`config.mk`:
```
export PLATFORM = sky130hd
export DESIGN_NAME = sd_write_para_top
export DESIGN_NICKNAME = d
export VERILOG_FILES = /design/src/rtl/sd_write_para_pkg.sv /design/src/rtl/sd_sector_buf.sv /design/src/rtl/sd_write_para_top.sv
export SDC_FILE = /design/constraint.sdc
export NUM_CORES = 2
export LEC_CHECK = 0
export CAP_MARGIN = 20
export CORE_ASPECT_RATIO = 1.75
export CORE_UTILIZATION = 45
export DETAILED_ROUTE_END_ITERATION = 7
export HOLD_SLACK_MARGIN = 0.06
export PLACE_DENSITY_LB_ADDON = 0.2
export SLEW_MARGIN = 20
export SYNTH_ARGS = -nofsm -noshare
export SYNTH_HDL_FRONTEND = slang
export SYNTH_SLANG_ARGS = --single-unit
```
`constraint.sdc`:
```
create_clock -name sys_clk -period 48.3 [get_ports sys_clk]
set_input_delay 9.66 -clock sys_clk [delete_from_list [all_inputs] [get_ports sys_clk]]
set_output_delay 9.66 -clock sys_clk [all_outputs]
set_load 0.05 [all_outputs]
```
`src/rtl/sd_write_para_pkg.sv`:
```
// sd_write_para_pkg: shared FSM state encoding and sector geometry constants
package sd_write_para_pkg;
  typedef enum logic [2:0] {S_IDLE, S_AR, S_RD, S_SD_START, S_SD_WAIT, S_NEXT, S_FIN} state_t;
  localparam int SECTOR_BYTES = 512;
  localparam int BEATS_PER_SECTOR = 16;
  localparam int WORDS_PER_SECTOR = 256;
endpackage

```
`src/rtl/sd_sector_buf.sv`:
```
// sd_sector_buf: 16x256-bit sector buffer, beat-wide write, registered halfword read
module sd_sector_buf
  import sd_write_para_pkg::*;
(
  input  logic         clk,
  input  logic         rst,
  input  logic         we,
  input  logic [3:0]   waddr,
  input  logic [255:0] wdata,
  input  logic         re,
  input  logic [7:0]   raddr,
  output logic [15:0]  rdata
);
  logic [255:0] mem [BEATS_PER_SECTOR];
  // store one AXI beat per write
  always_ff @(posedge clk)
    if (we) mem[waddr] <= wdata;
  // upper nibble picks the beat, lower nibble the halfword; holds when not reading
  always_ff @(posedge clk)
    if (rst) rdata <= '0;
    else if (re) rdata <= mem[raddr[7:4]][{raddr[3:0], 4'd0} +: 16];
endmodule

```
`src/rtl/sd_write_para_top.sv`:
```
// sd_write_para_top: dumps DDR sectors over AXI read into single-sector SD writes
module sd_write_para_top
  import sd_write_para_pkg::*;
#(
  parameter int DATA_WIDTH = 256,
  parameter int ADDR_WIDTH = 32,
  parameter int ID_WIDTH = 8,
  parameter logic [ID_WIDTH-1:0] ID = 8'h41
) (
  input  logic                  sys_clk,
  input  logic                  rst,
  input  logic                  start,
  input  logic [ADDR_WIDTH-1:0] ddr_addr_base,
  input  logic [31:0]           sd_start_sec,
  input  logic [31:0]           sd_sec_num,
  output logic                  busy,
  output logic                  done,
  output logic                  err,
  output logic [ID_WIDTH-1:0]   model_arid,
  output logic [ADDR_WIDTH-1:0] model_araddr,
  output logic [7:0]            model_arlen,
  output logic [2:0]            model_arsize,
  output logic [1:0]            model_arburst,
  output logic                  model_arlock,
  output logic [3:0]            model_arcache,
  output logic [2:0]            model_arprot,
  output logic                  model_arvalid,
  input  logic                  model_arready,
  input  logic [ID_WIDTH-1:0]   model_rid,
  input  logic [DATA_WIDTH-1:0] model_rdata,
  input  logic [1:0]            model_rresp,
  input  logic                  model_rlast,
  input  logic                  model_rvalid,
  output logic                  model_rready,
  output logic                  sd_wr_start,
  output logic [31:0]           sd_wr_sec_addr,
  input  logic                  sd_wr_busy,
  input  logic                  sd_wr_req,
  output logic [15:0]           sd_wr_data
);
  state_t state, nxt;
  logic start_d, seen_busy;
  logic [ADDR_WIDTH-1:0] base_q;
  logic [31:0] ssec_q, num_q, sec_idx;
  logic [3:0] bcnt;
  logic [8:0] wcnt;
  logic start_rise, beat, buf_re, unused_rid;
  assign unused_rid = ^model_rid;
  assign start_rise = start & ~start_d;
  assign beat = state == S_RD && model_rvalid;
  assign buf_re = state == S_SD_WAIT && sd_wr_req && wcnt < 9'(WORDS_PER_SECTOR);
  assign busy = state != S_IDLE;
  assign done = state == S_FIN;
  assign model_arid = ID;
  assign model_arlock = 1'b0;
  assign model_arcache = 4'b0011;
  assign model_arprot = 3'b000;
  assign model_arlen = 8'(BEATS_PER_SECTOR - 1);
  assign model_arsize = 3'b101;
  assign model_arburst = 2'b01;
  assign model_arvalid = state == S_AR;
  assign model_araddr = base_q + ADDR_WIDTH'(sec_idx) * ADDR_WIDTH'(SECTOR_BYTES);
  assign model_rready = state == S_RD;
  assign sd_wr_start = state == S_SD_START;
  assign sd_wr_sec_addr = ssec_q + sec_idx;
  // state register, job parameters and counters
  always_ff @(posedge sys_clk)
    if (rst) begin
      state <= S_IDLE;
      start_d <= 1'b0;
      seen_busy <= 1'b0;
      err <= 1'b0;
      base_q <= '0;
      ssec_q <= '0;
      num_q <= '0;
      sec_idx <= '0;
      bcnt <= '0;
      wcnt <= '0;
    end else begin
      state <= nxt;
      start_d <= start;
      if (state == S_IDLE && start_rise) begin
        base_q <= ddr_addr_base;
        ssec_q <= sd_start_sec;
        num_q <= sd_sec_num;
        sec_idx <= '0;
        err <= 1'b0;
      end
      if (state == S_AR) bcnt <= '0;
      if (beat) bcnt <= bcnt + 4'd1;
      if (beat && model_rresp != 2'b00) err <= 1'b1;
      if (buf_re) wcnt <= wcnt + 9'd1;
      if (state == S_SD_WAIT && sd_wr_busy) seen_busy <= 1'b1;
      if (state == S_SD_START) begin
        wcnt <= '0;
        seen_busy <= 1'b0;
      end
      if (state == S_NEXT) sec_idx <= sec_idx + 32'd1;
    end
  // next-state logic; a short burst (early rlast) still ends the sector
  always_comb begin
    nxt = state;
    case (state)
      S_IDLE:     if (start_rise) nxt = sd_sec_num == 32'd0 ? S_FIN : S_AR;
      S_AR:       if (model_arready) nxt = S_RD;
      S_RD:       if (beat && (model_rlast || bcnt == 4'(BEATS_PER_SECTOR - 1))) nxt = S_SD_START;
      S_SD_START: nxt = S_SD_WAIT;
      S_SD_WAIT:  if (seen_busy && !sd_wr_busy) nxt = S_NEXT;
      S_NEXT:     nxt = sec_idx == num_q - 32'd1 ? S_FIN : S_AR;
      S_FIN:      nxt = S_IDLE;
      default:    nxt = S_IDLE;
    endcase
  end
  sd_sector_buf u_buf (
    .clk(sys_clk),
    .rst(rst),
    .we(beat),
    .waddr(bcnt),
    .wdata(model_rdata),
    .re(buf_re),
    .raddr(wcnt[7:0]),
    .rdata(sd_wr_data)
  );
endmodule
```
=== After elaboration in Yosys (flattened, before gate mapping) ===
Memory sizes are Yosys's and may differ from the RTL's. A register that Yosys moved wholly into a read port is not among the register bits.
Cells that the tools add are included.

* Bits in registers: 163
* Output and inout port bits: 115
* Bits in writable memories: 4,096
* Memories: 1
* Word-level logic and storage cells: 70

* Bitwise logic cells: 2
* Add/subtract/negate cells: 6
* Shifts and indexed selects: 1
* Equal/unequal tests: 12
* Reduce and logical (&&, ||, !) cells: 19
* $lt $le $gt $ge: 1
* Mux-type cells: 17

{| class="wikitable"
|+ Memories
! memory !! depth !! width !! read ports !! clocked after Yosys merged registers in !! wr ports !! RTL line !! source
|-
| u_buf.mem || 16 || 256 || 1 || 1 || 1 || sd_sector_buf.sv:14 || <nowiki>logic [255:0] mem [BEATS_PER_SECTOR];</nowiki>
|}

{| class="wikitable"
|+ Operators with widths
! cell !! number
|-
| $shiftx 256x9->16 || 1
|-
| $add 32x32->32 || 2
|-
| $mux 32 || 2
|-
| $add 32x1->32 const B || 1
|-
| $eq 32x32->1 || 1
|-
| $logic_not 32->1 || 1
|-
| $sub 32x1->32 const B || 1
|-
| $mux 3 || 6
|-
| $pmux 3 s6 || 1
|-
| $mux 4 || 4
|-
| $add 9x1->9 const B || 1
|-
| $eq 3x3->1 const B || 3
|-
| $lt 9x9->1 const B || 1
|-
| $logic_and 1x1->1 || 8
|-
| $reduce_bool 2->1 || 4
|-
| $eq 3x2->1 const B || 2
|-
| $ne 2x1->1 const B || 3
|-
| $add 4x1->4 const B || 1
|-
| $eq 4x4->1 const B || 1
|-
| $mux 1 || 4
|-
| $reduce_and 4->1 || 1
|-
| $eq 3x1->1 const B || 1
|-
| $logic_not 3->1 || 1
|-
| $reduce_bool 3->1 || 1
|-
| 6 further kinds || 6
|}

=== Logic depth before layout (Yosys ltp) ===
* Depth in word-level cells: 5
* Gate-level depth with buffers: 12
* Depth with buffers taken out: 12

=== Cells and area by module ===
Synthesis repeated with hierarchy kept, for this count alone.

* Cell total of the unflattened synthesis: 8,608
* Area total of the unflattened synthesis: 167,541.9 sq um

{| class="wikitable"
|+ By module, submodules not included
! module !! instances !! area each (sq um) !! seq. area each (sq um) !! cells each
|-
| sd_sector_buf || 1 || 157,712.5 || 123,318.3 || 7,288
|-
| sd_write_para_top || 1 || 9,829.4 || 2,942.8 || 1,320
|}

=== Worst setup path before layout ===
OpenSTA, ideal clock, no wires.

* Path type: input port to flip-flop
* Start: in model_rvalid
* End: mem u_buf.mem[3][0], enable pin
* Required time: 47,114 ps
* Arrival time: 27,391 ps
* Buffers on the path: 1
* Stages: 4
* Slack: 19,723 ps
* Cell sequence: and2_1 > clkbuf_1 > nand2_1 > nor3_1

* Cells in the longest elaborated chain, start to end: 3

{| class="wikitable"
|+ Ends and longest elaborated chain
! item !! RTL line !! source
|-
| start: declaration || sd_write_para_top.sv:33 || <nowiki>input logic model_rvalid,</nowiki>
|-
| $logic_and 1x1->1 || sd_write_para_top.sv:50 || <nowiki>assign beat = state == S_RD && model_rvalid;</nowiki>
|-
| $mux 1 || sd_sector_buf.sv:17 || <nowiki>if (we) mem[waddr] <= wdata;</nowiki>
|-
| $mux 1 (not written as such) || sd_sector_buf.sv:17 ||
|-
| end: declaration || sd_sector_buf.sv:14 ||
|}

Every way passes these cells.

=== Worst setup path in the final report ===
* Start: reg sec_idx[4]
* End: out model_araddr[30]

* Cells in the longest elaborated chain, start to end: 1

{| class="wikitable"
|+ Ends and longest elaborated chain
! item !! RTL line !! source
|-
| start: declaration || sd_write_para_top.sv:44 || <nowiki>logic [31:0] ssec_q, num_q, sec_idx;</nowiki>
|-
| start signal: assignment || sd_write_para_top.sv:98 || <nowiki>if (state == S_NEXT) sec_idx <= sec_idx + 32'd1;</nowiki>
|-
| $add 32x32->32 || sd_write_para_top.sv:62 || <nowiki>assign model_araddr = base_q + ADDR_WIDTH'(sec_idx) * ADDR_WIDTH'(SECTOR_BYTES);</nowiki>
|-
| end: declaration || sd_write_para_top.sv:20 || <nowiki>output logic [ADDR_WIDTH-1:0] model_araddr,</nowiki>
|}

Every way passes these cells.

==> results.json <==
{
  "critPathArrivalTime_ns": 5.42,
  "drtIter0Drc": 7246,
  "htreeDepth": 5,
  "power.density_nw_per_um2": 38.48,
  "slew-limit-headroom_pct": 23.06,
  "seq_area_frac_synth_pct": 76.51,
  "whs_ns": 0.4527,
  "io_pins": 485,
  "routed_wl_mm": 427.8,
  "peakVddDrop_mv": 0.03637,
  "max-cap-violations": 0,
  "layout-drive-gt1-share_pct": 25.59,
  "hold_path.class": "reg2reg",
  "root_buffer": "clkbuf_16",
  "rows": 293,
  "clkPwrFrac_pct": 41.2,
  "synthCells": 7194,
  "place_congestion": 0.9011,
  "period_minus_slack_ns": 15.08,
  "outcome": "finished, final reports clean",
  "die-area_um2": 369500,
  "routedWlPerCell_um": 32.85,
  "worstSetupPathType": "reg2out",
  "route.vias.total": 78160,
  "maxSlewViolCount": 0,
  "final_cells": 13020,
  "placed_cell_area_um2": 175800,
  "required_ns": 38.64,
  "syn_area_um2": 165100,
  "critPathLaunchType": "register",
  "grt_pass1_wl_mm": 606.0,
  "synthToLayoutAreaGrowth_pct": 13.79,
  "netlist_top_cells_area": "edfxtp_1 74%, mux4_2 18%, dfxtp_1 2.0%",
  "holdBufCountCts": 0,
  "grt_pass1_vias": 81460,
  "final_util_pct": 51.56,
  "rsz0062_at_grt": "no",
  "drtAntennaViolNets": 0,
  "min_period_over_period_pct": 31.23,
  "dp.final_hpwl_mm": 233.6,
  "post_cts_resized": 0,
  "final_cell_mix": "4096 x edfxtp_1, 1329 x mux4_2, 446 x clkdlybuf4s50_1, 395 x clkbuf_16, 308 x nand2_1",
  "yosys.area.top_type": "edfxtp_1",
  "die_h_um": 803.3,
  "fin_ws_ns": 33.22,
  "p_sw_mw": 1.484,
  "synthArstFlopShare_pct": 0,
  "pre_cts_ws_ns": 33.71,
  "cellInternalPower_mw": 5.747,
  "cts_buffers": 388,
  "endpoint_kind": "output port",
  "die_w_um": 459.9,
  "synth_flop_cell": "edfxtp_1",
  "finalNetCount": 8248,
  "critPathMaxFanout": 9,
  "fin_setup_tns_ns": 0,
  "cts_setup_buffers": 0,
  "synth_area_per_cell_um2": 22.95,
  "grt_usage_pct": 23.13,
  "skew_ns": 0.05296,
  "synthDistinctLibCells": 74,
  "cts_tree": "yes",
  "coreArea_um2": 364400,
  "synth_top_area_share_pct": 74.49,
  "viasPerCell": 6.002,
  "drtPass1Iterations": 5,
  "ys.warnings.count": 0,
  "worstSkewPairLatency_ns": 0.95,
  "power_mw": 7.231,
  "synth_edf_count": 4096,
  "finalSetupViolations": 0,
  "seq_power_share_pct": 56.2,
  "start_util_pct": 45.31,
  "clock_sinks": 4263,
  "comb_power_share_pct": 2.6,
  "path_clk_slew_ns": 0.06,
  "tightest_slew_ns": 1.154,
  "grt_overflow_total": 0,
  "clk_path_buf_depth": 4,
  "p_sw_share_pct": 20.52,
  "final_common_cell": "edfxtp_1",
  "grt_max_degree": 144,
  "grt_antenna_before_repair": 110,
  "synth.ff_latch_count": 4263,
  "max_freq_mhz": 66.30,
  "hold_viol": 0,
  "placedCellCount": 12290,
  "port_buffers": 447,
  "leakage_nw": 56.16,
  "fin_area_um2": 187900,
  "drc": 0
}
## area by class of cell
type / count / area (um^2)
antenna: 37 / 92.59
inverter: 26 / 97.59
fill: 28410 / 176500
sequential: 4263 / 126400
multi-input combinational: 2530 / 37200
timing repair buffer: 607 / 6023
clock inverter: 225 / 1837
tap: 4867 / 6090
clock buffer: 468 / 10190
## cells by family after synthesis
logic type | Yosys count | synth area share (%)
compound gates | 345 | 1.237
xor+xnor | 95 | 0.5039
fa+ha+maj | 62 | 0.4789
buf+inv | 428 | 1.099
flops | 4263 | 76.51
mux | 1373 | 18.40
other cells | 2 | 0.004548
simple gates | 626 | 1.761
## Yosys cell counts (4+ instances only)
library cell / n
ha_1: 60
a2111oi_0: 5
a21o_1: 24
o2111ai_1: 4
clkbuf_1: 238
xnor2_1: 61
mux4_2: 1329
nand3b_1: 9
nor2_1: 98
buf_1: 81
and3_1: 18
nor3_1: 27
nand3_1: 43
buf_2: 44
xor2_1: 34
and4_1: 4
buf_4: 38
a211oi_1: 4
o21ai_0: 39
o211ai_1: 8
o22ai_1: 19
a31o_2: 4
edfxtp_1: 4096
a21oi_1: 185
or2_2: 9
nand2_1: 308
dfxtp_1: 167
nor4_1: 21
o21a_1: 8
a31oi_1: 11
nand4_1: 29
or3_1: 14
nand2b_1: 15
o21bai_1: 5
mux2i_1: 34
inv_1: 26
nor2b_1: 7
mux2_2: 10
## registers in the layout, summed over array words and instances (netlist names), named ones only
signal       cells
sec_idx         32
wcnt             9
u_buf.mem     4096
ssec_q          32
num_q           32
bcnt             4
u_buf.rdata     16
seen_busy        1
state            3
err              1
start_d          1
base_q          32
## worst max-delay path: stages, from the launching register on
cell	delay, ns
dfxtp_1	0.62
ha_1	0.36
o21ai_0	0.29
a21boi_0	0.18
o211a_1	0.26
a2111oi_0	0.66
nor3_1	0.19
nor2_1	0.17
a211o_1	0.19
or4b_2	0.59
o211ai_1	0.12
clkdlybuf4s50_1	0.84
## power groups by stage
stage | Combinational (mW) | Clock [mW] | Sequential, mW
final | 0.188 | 2.98 | 4.07
after floorplan | 0.0854 | 0 | 4.15
after global routing | 0.202 | 3.16 | 4.07
after global placement | 0.182 | 0 | 4.15
after CTS | 0.189 | 3.04 | 4.07
after detailed placement | 0.189 | 0 | 4.15
## final timing paths
| path | end | slack (ns) | cells past startpoint | start |
|---|---|---|---|---|
| min reg2reg | base_q[5] | 0.45 | 2 | base_q[5] |
| max | model_araddr[30] | 33.22 | 11 | sec_idx[4] |
| min | base_q[5] | 0.45 | 2 | base_q[5] |
| max reg2reg | u_buf.mem[11][127] | 42.50 | 7 | state[1] |
## metal layers
layer,vias up,wire length (um),GRT usage (%)
li1,31840,-,-
met1,43080,169700,30.57
met2,2552,219100,39.49
met3,622,27730,4.285
met4,64,10870,5.828
met5,-,430,0
(Power assumes the default switching activity.)
